<file path="src/rtl/jal_fetch_sequencer.sv">
// jal_fetch_sequencer: multi-cycle fetch/decode sequencer for the single-issue core.
// Owns the PC and fetches one instruction word at a time. JAL is resolved locally:
// the link value is written and the PC is redirected. Every other instruction is
// offered to the downstream decoders over a valid/ready handshake.
module jal_fetch_sequencer #(
  parameter logic [31:0] RESET_PC = 32'h0000_0000
) (
  input  logic        clk,
  input  logic        rst_n,
  input  logic        run,
  output logic        imem_req,
  output logic [31:0] imem_addr,
  input  logic        imem_valid,
  input  logic [31:0] imem_rdata,
  output logic        inst_valid,
  output logic [31:0] inst_word,
  output logic [31:0] inst_pc,
  input  logic        inst_ready,
  output logic        rf_we,
  output logic [4:0]  rf_waddr,
  output logic [31:0] rf_wdata,
  output logic [31:0] pc,
  output logic        halt,
  output logic        misalign
);

  localparam logic [6:0] OP_JAL = 7'b1101111;

  typedef enum logic [2:0] {
    IDLE,
    FETCH,
    DECODE,
    ISSUE,
    LINK,
    HALT
  } state_t;

  state_t      state;
  logic [31:0] ir;
  logic [31:0] target;
  logic [31:0] pc_plus4;
  logic        is_jal;
  logic        rd_nonzero;

  // J-type immediate: scattered fields reassembled and sign-extended, bit 0 always zero.
  function automatic logic [31:0] jal_offset(input logic [31:0] word);
    return {{11{word[31]}}, word[31], word[19:12], word[20], word[30:21], 1'b0};
  endfunction

  // The fetch address is always the architectural PC.
  assign imem_addr  = pc;
  assign pc_plus4   = pc + 32'd4;
  assign target     = pc + jal_offset(ir);
  assign is_jal     = (ir[6:0] == OP_JAL);
  assign rd_nonzero = (ir[11:7] != 5'd0);

  // Sequencer FSM; every output is registered and set on entry to the state that owns it.
  always_ff @(posedge clk or negedge rst_n) begin
    if (!rst_n) begin
      state      <= IDLE;
      pc         <= RESET_PC;
      ir         <= '0;
      imem_req   <= 1'b0;
      inst_valid <= 1'b0;
      inst_word  <= '0;
      inst_pc    <= '0;
      rf_we      <= 1'b0;
      rf_waddr   <= '0;
      rf_wdata   <= '0;
      halt       <= 1'b0;
      misalign   <= 1'b0;
    end else begin
      case (state)
        IDLE: begin
          if (run) begin
            state    <= FETCH;
            imem_req <= 1'b1;
          end
        end

        // run is not sampled here: a started fetch always completes.
        FETCH: begin
          if (imem_valid) begin
            ir       <= imem_rdata;
            imem_req <= 1'b0;
            state    <= DECODE;
          end
        end

        DECODE: begin
          if (is_jal) begin
            if (target[1]) begin
              state    <= HALT;
              halt     <= 1'b1;
              misalign <= 1'b1;
            end else begin
              state    <= LINK;
              rf_we    <= rd_nonzero;
              rf_waddr <= ir[11:7];
              // Keep the write data at zero when no write is performed.
              rf_wdata <= rd_nonzero ? pc_plus4 : 32'd0;
            end
          end else begin
            state      <= ISSUE;
            inst_valid <= 1'b1;
            inst_word  <= ir;
            inst_pc    <= pc;
          end
        end

        ISSUE: begin
          if (inst_ready) begin
            pc         <= pc_plus4;
            inst_valid <= 1'b0;
            inst_word  <= '0;
            inst_pc    <= '0;
            if (run) begin
              state    <= FETCH;
              imem_req <= 1'b1;
            end else begin
              state    <= IDLE;
            end
          end
        end

        LINK: begin
          pc       <= target;
          rf_we    <= 1'b0;
          rf_waddr <= '0;
          rf_wdata <= '0;
          if (run) begin
            state    <= FETCH;
            imem_req <= 1'b1;
          end else begin
            state    <= IDLE;
          end
        end

        // Terminal: only reset leaves HALT.
        HALT: begin
          state <= HALT;
        end

        default: begin
          state <= IDLE;
        end
      endcase
    end
  end

endmodule

</file>
<file path="config.mk">
export PLATFORM = sky130hd
export DESIGN_NAME = jal_fetch_sequencer
export DESIGN_NICKNAME = d
export VERILOG_FILES = /design/src/rtl/jal_fetch_sequencer.sv
export SDC_FILE = /design/constraint.sdc
export NUM_CORES = 1
export LEC_CHECK = 0
export ABC_AREA = 0
export CELL_PAD_IN_SITES_DETAIL_PLACEMENT = 1
export CELL_PAD_IN_SITES_GLOBAL_PLACEMENT = 2
export CORE_MARGIN = 2
export CORE_UTILIZATION = 36
export CTS_CLUSTER_SIZE = 14
export DETAILED_ROUTE_END_ITERATION = 12
export DONT_BUFFER_PORTS = 1
export PLACE_DENSITY_LB_ADDON = 0.1
export REMOVE_ABC_BUFFERS = 1
export SLEW_MARGIN = 20
export SYNTH_ARGS = -nofsm -noshare
export SYNTH_HDL_FRONTEND = slang
export SYNTH_SLANG_ARGS = --single-unit
</file>
<file path="constraint.sdc">
create_clock -name clk -period 2.3 [get_ports clk]
set_input_delay 0.46 -clock clk [delete_from_list [all_inputs] [get_ports clk]]
set_output_delay 0.46 -clock clk [all_outputs]
set_load 0.02 [all_outputs]
</file>
; Word-level counts from Yosys, hierarchy flattened
; Index checks and enable logic that the tools add are counted.
[totals]
output_inout_bits = 170
reg_bits = 172
wordCells = 70
[classes]
n_addsub = 2
n_mux = 31
n_eq_ne = 12
n_reduce_logical = 14
[op_table]
columns = operator, count
row1 = 32-bit case mux with 2 select lines, 4
row2 = 32-bit two-way mux, 7
row3 = 32-bit by 3-bit adder with 32-bit output (second input constant), 1
row4 = 32-bit adder, 1
row5 = 3-bit case mux with 6 select lines, 1
row6 = 3-bit AND reduction, 5
row7 = 3-bit two-way mux, 4
row8 = 2-bit != test (second input constant), 6
row9 = 5-bit two-way mux, 2
row10 = 5-bit case mux with 2 select lines, 1
row11 = 1-bit two-way mux, 9
row12 = 7-bit == test (second input constant), 1
row13 = 3-bit by 2-bit == test with 1-bit output (second input constant), 2
row14 = 3-bit == test (second input constant), 2
row15 = 2-bit nonzero test, 3
row16 = 5-bit nonzero test, 1
row17 = 1-bit case mux with 2 select lines, 2
row18 = 2-bit AND reduction, 2
row19 = 3-bit by 1-bit == test with 1-bit output (second input constant), 1
row20 = 3-bit zero test, 1
row21 = 1-bit case mux with 3 select lines, 1
row22 = 3-bit nonzero test, 1
row23 = 2-bit OR reduction, 1

; Depth between registers and ports, before layout
; Gate-level depths: netlist of run 1.
[logic_depth]
ltp_word = 5
ltp_mapped = 12

; Worst setup path after synthesis of run 1
; OpenSTA, ideal clock, no wires.
[synth_timing]
kind = register to register
start = register pc[1] (netlist: imem_addr[1])
end = register pc[31] (netlist: imem_addr[31])
path_slack_ns = -0.325
path_stages_with_launch = 13
path_buffers = 0
arrival_ns = 2.492
period_less_slack_ns = 2.625
path_cell_list = dfrtp_1 ha_1 inv_1 fa_1 nor2b_1 o2111ai_1 nand4_1 a31oi_1 a211oi_1 o21ai_1 a211oi_2 a21oi_1 nand4b_1
[synth_between]
elab_chain_cells = 3
elab_cells_between_ends = 4
classes_between = add/sub: 2 / mux: 2
[synth_lines]
columns = item, line
row1 = from (decl), 22  ; output logic [31:0] pc,
row2 = from (signal assigned), 113  ; pc <= pc_plus4;
row3 = from (signal assigned), 127  ; pc <= target;
row4 = 32-bit by 3-bit adder with 32-bit output, 52  ; assign pc_plus4 = pc + 32'd4;
row5 = 32-bit two-way mux, 112  ; if (inst_ready) begin
row6 = 32-bit case mux with 2 select lines *, 73  ; case (state)
; Every way passes the cells marked *; elsewhere a longest branch is shown, timed or not. The select of a mux whose other input is x is not followed.
; A chain may end at the register's enable or synchronous reset.

; Final worst setup path of run 1
; Ends and elaborated chain as after synthesis.

==> results.cfg, run 1 <==
[status]
status = finished with violations
violations = negative hold slack, negative setup slack

[sta]
final-hold-violation-count = 169
timing.final.ws_setup_ns = -0.321
fin_skew_ns = 0.0113
rsz0062_at_grt = yes
maxSlewViolCount = 0
max_clock_freq_mhz = 382
period_needed_ns = 2.62
worst_pin_slew_ns = 0.676
max_slew_margin = 0.549
hold-worst-slack_ns = -0.281
fin_setup_tns_ns = -3.44
finalCritPeriodShare = 1.14
setup_viol = 22

[setup_path]
cp-start-kind = register
crit_required_ns = 2.61
r2r_slack_ns = -0.32
cp_num_buf_inv = 2
crit_chain = ha_2 -> inv_2 -> fa_2 -> nor2b_4 -> o2111ai_4 -> nand4_1 -> a31oi_2 -> a211oi_2 -> buf_4 -> o21ai_4 -> a211oi_2 -> a21oi_1 -> nand4b_1
reg2reg_to = imem_addr[31]$_DFFE_PN0P_
cp_max_fo = 3
cp.arrival_ns = 2.93
cp-end-kind = register
reg2regPathDepth = 13
worstReg2RegStart = imem_addr[1]$_DFFE_PN0P_
slowest_stage = dfrtp_1
slowest_delay_ns = 0.37
crit_family = compound AO/OA/AOI/OAI gates
crit_top_cell = a211oi_2
worstSetupPathType = register to register

[clock_tree]
root_buffer = clkbuf_16
cts_tree = built
insertion_delay_ns = 0.44
htree_levels = 4
numCtsBuffers = 17
numClockSinks = 169
clk_pin_slew_ns = 0.07
clock_path_buffers = 2

[cells_and_area]
instances_no_fill = 1330
antenna_cells = 0
nNetsFinal = 1062
design_area_um2 = 11400
fillers = 2648
layout-drive-gt1-share = 0.332
layout-area-overhead-vs-synth_pct = 28.7

[route]
wl_met3_um = 1390
vias = 7175
via_per_inst = 5.39
detail_route.first_pass.iterations = 4
top_layer_used = met4
met2_length_um = 14300
initialDrtViolationCount = 395
drc = 0
ant_nets = 0
drt_wl_total_um = 28700
routedWlPerCell_um = 21.5
wl_met1_um = 12600

[yosys]
synth_cell_type_count = 54
synthArstFlopShare = 1.00
synth_area_um2 = 8880
ys_warn_count = 0
yosysTopAreaCellShare = 0.476
yosysSeqAreaShare = 0.476
syn_inst = 873
yosysTopAreaCell = dfrtp_1
synth_ff_type = dfrtp_1
synth_area_leaders = dfrtp_1, a22o_1, xnor2_1, nand2_1, ha_1
avgSynthCellArea_um2 = 10.2
ys_seq_elements = 169
synth-edff-count = 0

[floorplanning]
die_w_um = 161
row_count = 57
initial_core_util = 0.366
boundaryPins = 207
die_h_um = 161
die-area_um2 = 25900
core_um2 = 24200

[global_route]
track_usage = 0.221
grt_pass1_wl_um = 44900
grt_pass1_vias = 7796
grt_start_max_net_pins = 170
grt_antenna_before_repair = 0
grt_overflow = 0

[pwr]
netSwitchingFraction = 0.448
ir_drop_v = 0.000673
power_frac_comb = 0.585
powerDensity_nw_per_um2 = 1940
clkPwrFrac = 0.136
power_switching_uw = 9960
pwr-share-seq = 0.279
leakagePower_uw = 0.00519
p_int_uw = 12300

[place]
port_buffers = 0
dp_hpwl_um = 19700
post-place-ws_ns = -0.583
dp_cells = 1269
globalplace.congestion = 0.850
place_area_um2 = 10000

[worst_hold_path]
min_path_type = input port to asynchronous set/reset pin

[flow_run]
cap_violations = 0
## worst register-to-register path: cells and delay by family, from the launching register on
family	cells	cell delay, ns
AOI/OAI and AO/OA	6	0.92
adders and majority gates	2	0.56
buffers and inverters	2	0.20
and+or+nand+nor	3	0.47
DFF	1	0.37
## how the worst max path moves through the flow
stage | start | end | slack, ns | cells after the start
after floorplan | state[0]$_DFFE_PN0P_ | ir[0]$_DFFE_PN0P_ | -1.21 | 3
after global placement | imem_addr[1]$_DFFE_PN0P_ | imem_addr[31]$_DFFE_PN0P_ | -0.49 | 14
after detailed placement | ir[21]$_DFFE_PN0P_ | imem_addr[31]$_DFFE_PN0P_ | -0.58 | 14
after CTS | ir[21]$_DFFE_PN0P_ | imem_addr[31]$_DFFE_PN0P_ | -0.38 | 14
after global routing | ir[21]$_DFFE_PN0P_ | imem_addr[31]$_DFFE_PN0P_ | -0.46 | 13
final | imem_addr[1]$_DFFE_PN0P_ | imem_addr[31]$_DFFE_PN0P_ | -0.32 | 13
## cells by family (layout without fill, tap and decap cells)
kind of cell    after synthesis  in the layout  synth area share
simple gates                237            237             0.125
mux                          32             32            0.0404
xor+xnor                     80             80            0.0789
buf+inv                      98            228            0.0572
fa+ha+maj                    32             32            0.0459
flops                       169            169             0.476
compound gates              224            224             0.176
other cells                   1              4          0.000422
## layout make-up
| class | instances | area, µm² | area share |
|---|---|---|---|
| clock inverter | 13 | 158 | 0.0138 |
| clock buffer | 19 | 443 | 0.0388 |
| timing repair buffer | 183 | 1520 | 0.133 |
| sequential | 169 | 4230 | 0.371 |
| inverter | 13 | 48.8 | 0.00427 |
| multi-input combinational | 609 | 4620 | 0.404 |
| tap | 324 | 405 | 0.0355 |
## registers in the layout, summed over array words and instances, names as in the netlist
signal,count
imem_addr,31
imem_req,1
inst_pc,31
inst_valid,1
inst_word,32
ir,32
misalign,1
rf_waddr,5
rf_wdata,31
rf_we,1
state,3
## Yosys cell counts (8+ instances only)
cell type,number
clkbuf_1,37
o31ai_1,21
nand3_1,18
nor3_1,14
a22o_1,65
a21o_1,20
nand4_1,11
mux2_2,31
ha_1,31
and3_1,12
dfrtp_1,169
nor2_1,39
a21oi_1,24
inv_1,13
buf_4,36
o21ai_1,18
buf_1,8
xor2_1,28
xnor2_1,52
nand2_1,107
o21ai_0,43
## per-layer routing
metal | track usage | up-vias
met3 | 0.0447 | 30
li1 | - | 3288
met1 | 0.285 | 3660
met5 | 0 | -
met2 | 0.381 | 197
met4 | 0.0597 | 0
## through the flow
step           utilization  total power, µW
2_1_floorplan            -            12300
3_3_place_gp         0.414            16500
3_5_place_dp         0.414            16900
4_1_cts              0.460            21400
5_1_grt              0.471            23700
6_report             0.471            22200
## what timing repair did
action	CTS	global route
endpoints found under the setup margin	29	42
endpoints found under the hold margin	169	169
gates cloned	0	0
pin swaps	40	31
setup buffers	21	12
gates resized for setup	92	44
## power groups by stage
stage	combinational, µW	clock (µW)	sequential [µW]
after floorplan	5570	0	6710
after global placement	10300	0	6150
after detailed placement	10700	0	6200
after CTS	12100	3090	6220
after global routing	14100	3230	6380
final	13000	3030	6200
## placed cells by master (no fill, tap or decap), types with 11 or more instances in the layout
cell       count
buf_4        152
xnor2_1       45
a22o_1        65
nor2_1        34
mux2_2        31
nand2_1      105
xor2_1        27
inv_1         12
o21ai_1       29
dfrtp_1      165
nand4_1       11
a21o_1        20
o21ai_0       24
buf_6         28
clkbuf_16     17
nand3_1       14
ha_1          22
a21oi_1       15
o31ai_1       19
Power figures use the tool's default switching activity.
==> run 2, diff against run 1 <==
Settings changed: CORE_UTILIZATION 36 to 43, SKIP_CTS_REPAIR_TIMING from default to 1.
Clock period 2.3 ns to 3.4 ns, I/O delays scaled along.
==> results.cfg, run 2 (synthesis results as in run 1) <==
[status]
status = finished with violations
violations = negative hold slack

[cells_and_area]
fillers = 2216
layout-area-overhead-vs-synth_pct = 8.31
multi_input_area_um2 = 4170
final_common_cell = dfrtp_1
layout_common_cells = dfrtp_1, nand2_1, a22o_1
instances_no_fill = 1128
layout-drive-gt1-share = 0.127
nNetsFinal = 913
reg.largest.list = inst_word (32), ir (32)
register_area_um2 = 4230

[setup_path]
cp.arrival_ns = 3.25
cp_max_fo = 4
worstSetupPathType = register to register
crit_required_ns = 3.71
cp-start-kind = register
cp-end-kind = register

[clock_tree]
clock_path_buffers = 2
clk_pin_slew_ns = 0.07
numCtsBuffers = 17
htree_levels = 4
insertion_delay_ns = 0.44
cts_tree = built
root_buffer = clkbuf_16
numClockSinks = 169

[global_route]
track_usage = 0.239
grt_start_max_net_pins = 170
grt_pass1_vias = 7220
grt_overflow = 0
grt_pass1_wl_um = 40800
grt_antenna_before_repair = 1

[place]
dp_cells = 1095
dp_hpwl_um = 17400
post-place-ws_ns = 0.465
port_buffers = 0
globalplace.congestion = 0.911

[route]
detail_route.first_pass.iterations = 4
via_per_inst = 5.80
initialDrtViolationCount = 382
routedWlPerCell_um = 22.4
ant_nets = 0
drc = 0
drt_wl_total_um = 25200
vias = 6547

[sta]
fin_setup_tns_ns = 0
maxSlewViolCount = 0
max_slew_margin = 0.374
worst_pin_slew_ns = 0.939
fin_skew_ns = 0.0118
max_clock_freq_mhz = 340
period_needed_ns = 2.94
hold-worst-slack_ns = -0.0733
finalCritPeriodShare = 0.865
timing.final.ws_setup_ns = 0.460
rsz0062_at_grt = no
final-hold-violation-count = 169
setup_viol = 0

[pwr]
ir_drop_v = 0.000447
leakagePower_uw = 0.00431
powerDensity_nw_per_um2 = 1240
total_power_uw = 11900

[floorplanning]
initial_core_util = 0.439
boundaryPins = 207
die_h_um = 148
row_count = 52
core_um2 = 20200
die-area_um2 = 21800
die_w_um = 148

[flow_run]
cap_violations = 0

[worst_hold_path]
min_path_type = input port to asynchronous set/reset pin
-- run 2: cell count changes in the layout (fill, tap and decap cells not counted), moves of 9 or more --
cell / before / now
buf_4: 152 / 33
o21ai_1: 29 / 18
a21oi_1: 15 / 24
a21oi_2: 9 / 0
o21ai_0: 24 / 43
buf_6: 28 / 0
ha_1: 22 / 31
-- run 2: power breakdown --
part / leakage, µW / switching [µW] / internal [µW]
registers: 0.00209 / 1490 / 2850
clock network: 0.000262 / 929 / 969
logic: 0.00196 / 3350 / 2350
-- run 2: layout make-up --
| type | instances | area share |
|---|---|---|
| diodes | 1 | 0.000260 |
| clock buffers | 18 | 0.0446 |
| clock inverters | 14 | 0.0143 |
| inverters | 13 | 0.00507 |
| multi-input cells | 609 | 0.433 |
| flip-flops and latches | 169 | 0.440 |
| well taps | 270 | 0.0351 |
| repair buffers | 34 | 0.0278 |
-- run 2: worst max-delay path: stages (launching register included) --
cell and delay (ns):
dfrtp_1 0.37, ha_1 0.22, inv_1 0.08, fa_1 0.41, nor2b_1 0.19, o2111ai_1 0.16, nand4_1 0.13, a31oi_1 0.18
a211oi_1 0.34, o21ai_1 0.19, a211oi_2 0.29, a21oi_1 0.07, nand4b_1 0.18
-- run 2: path summary, 6_finish.rpt --
path                       depth (start not counted)                 start  slack [ns]                   endpoint
max                                               12    ir[21]$_DFFE_PN0P_        0.46  imem_addr[31]$_DFFE_PN0P_
min                                                0                 rst_n       -0.07   inst_word[8]$_DFFE_PN0P_
max reg2reg                                       12    ir[21]$_DFFE_PN0P_        0.46  imem_addr[31]$_DFFE_PN0P_
min reg2reg                                        1  state[2]$_DFFE_PN0P_        0.50       state[1]$_DFFE_PN0P_
max in group asynchronous                          0                 rst_n        3.22  imem_addr[20]$_DFFE_PN0P_
min in group clk                                   1        imem_rdata[13]        0.39         ir[13]$_DFFE_PN0P_
-- run 2: through the flow --
| stage | utilization | instance area (µm²) |
|---|---|---|
| after floorplan | - | 8430 |
| after global placement | 0.447 | 9050 |
| after detailed placement | 0.447 | 9050 |
| after CTS | 0.475 | 9620 |
| after global routing | 0.475 | 9620 |
| final | 0.475 | 9620 |
-- run 2: routing by layer --
layer  part of all wire  vias up  wire length [µm]  GRT usage
met2               0.49      171             12300      0.403
met5                  0        -                 0          0
met3              0.050       31              1250     0.0512
li1                   -     2991                 -          -
met4              0.018        0               450     0.0731
met1               0.44     3354             11200      0.310
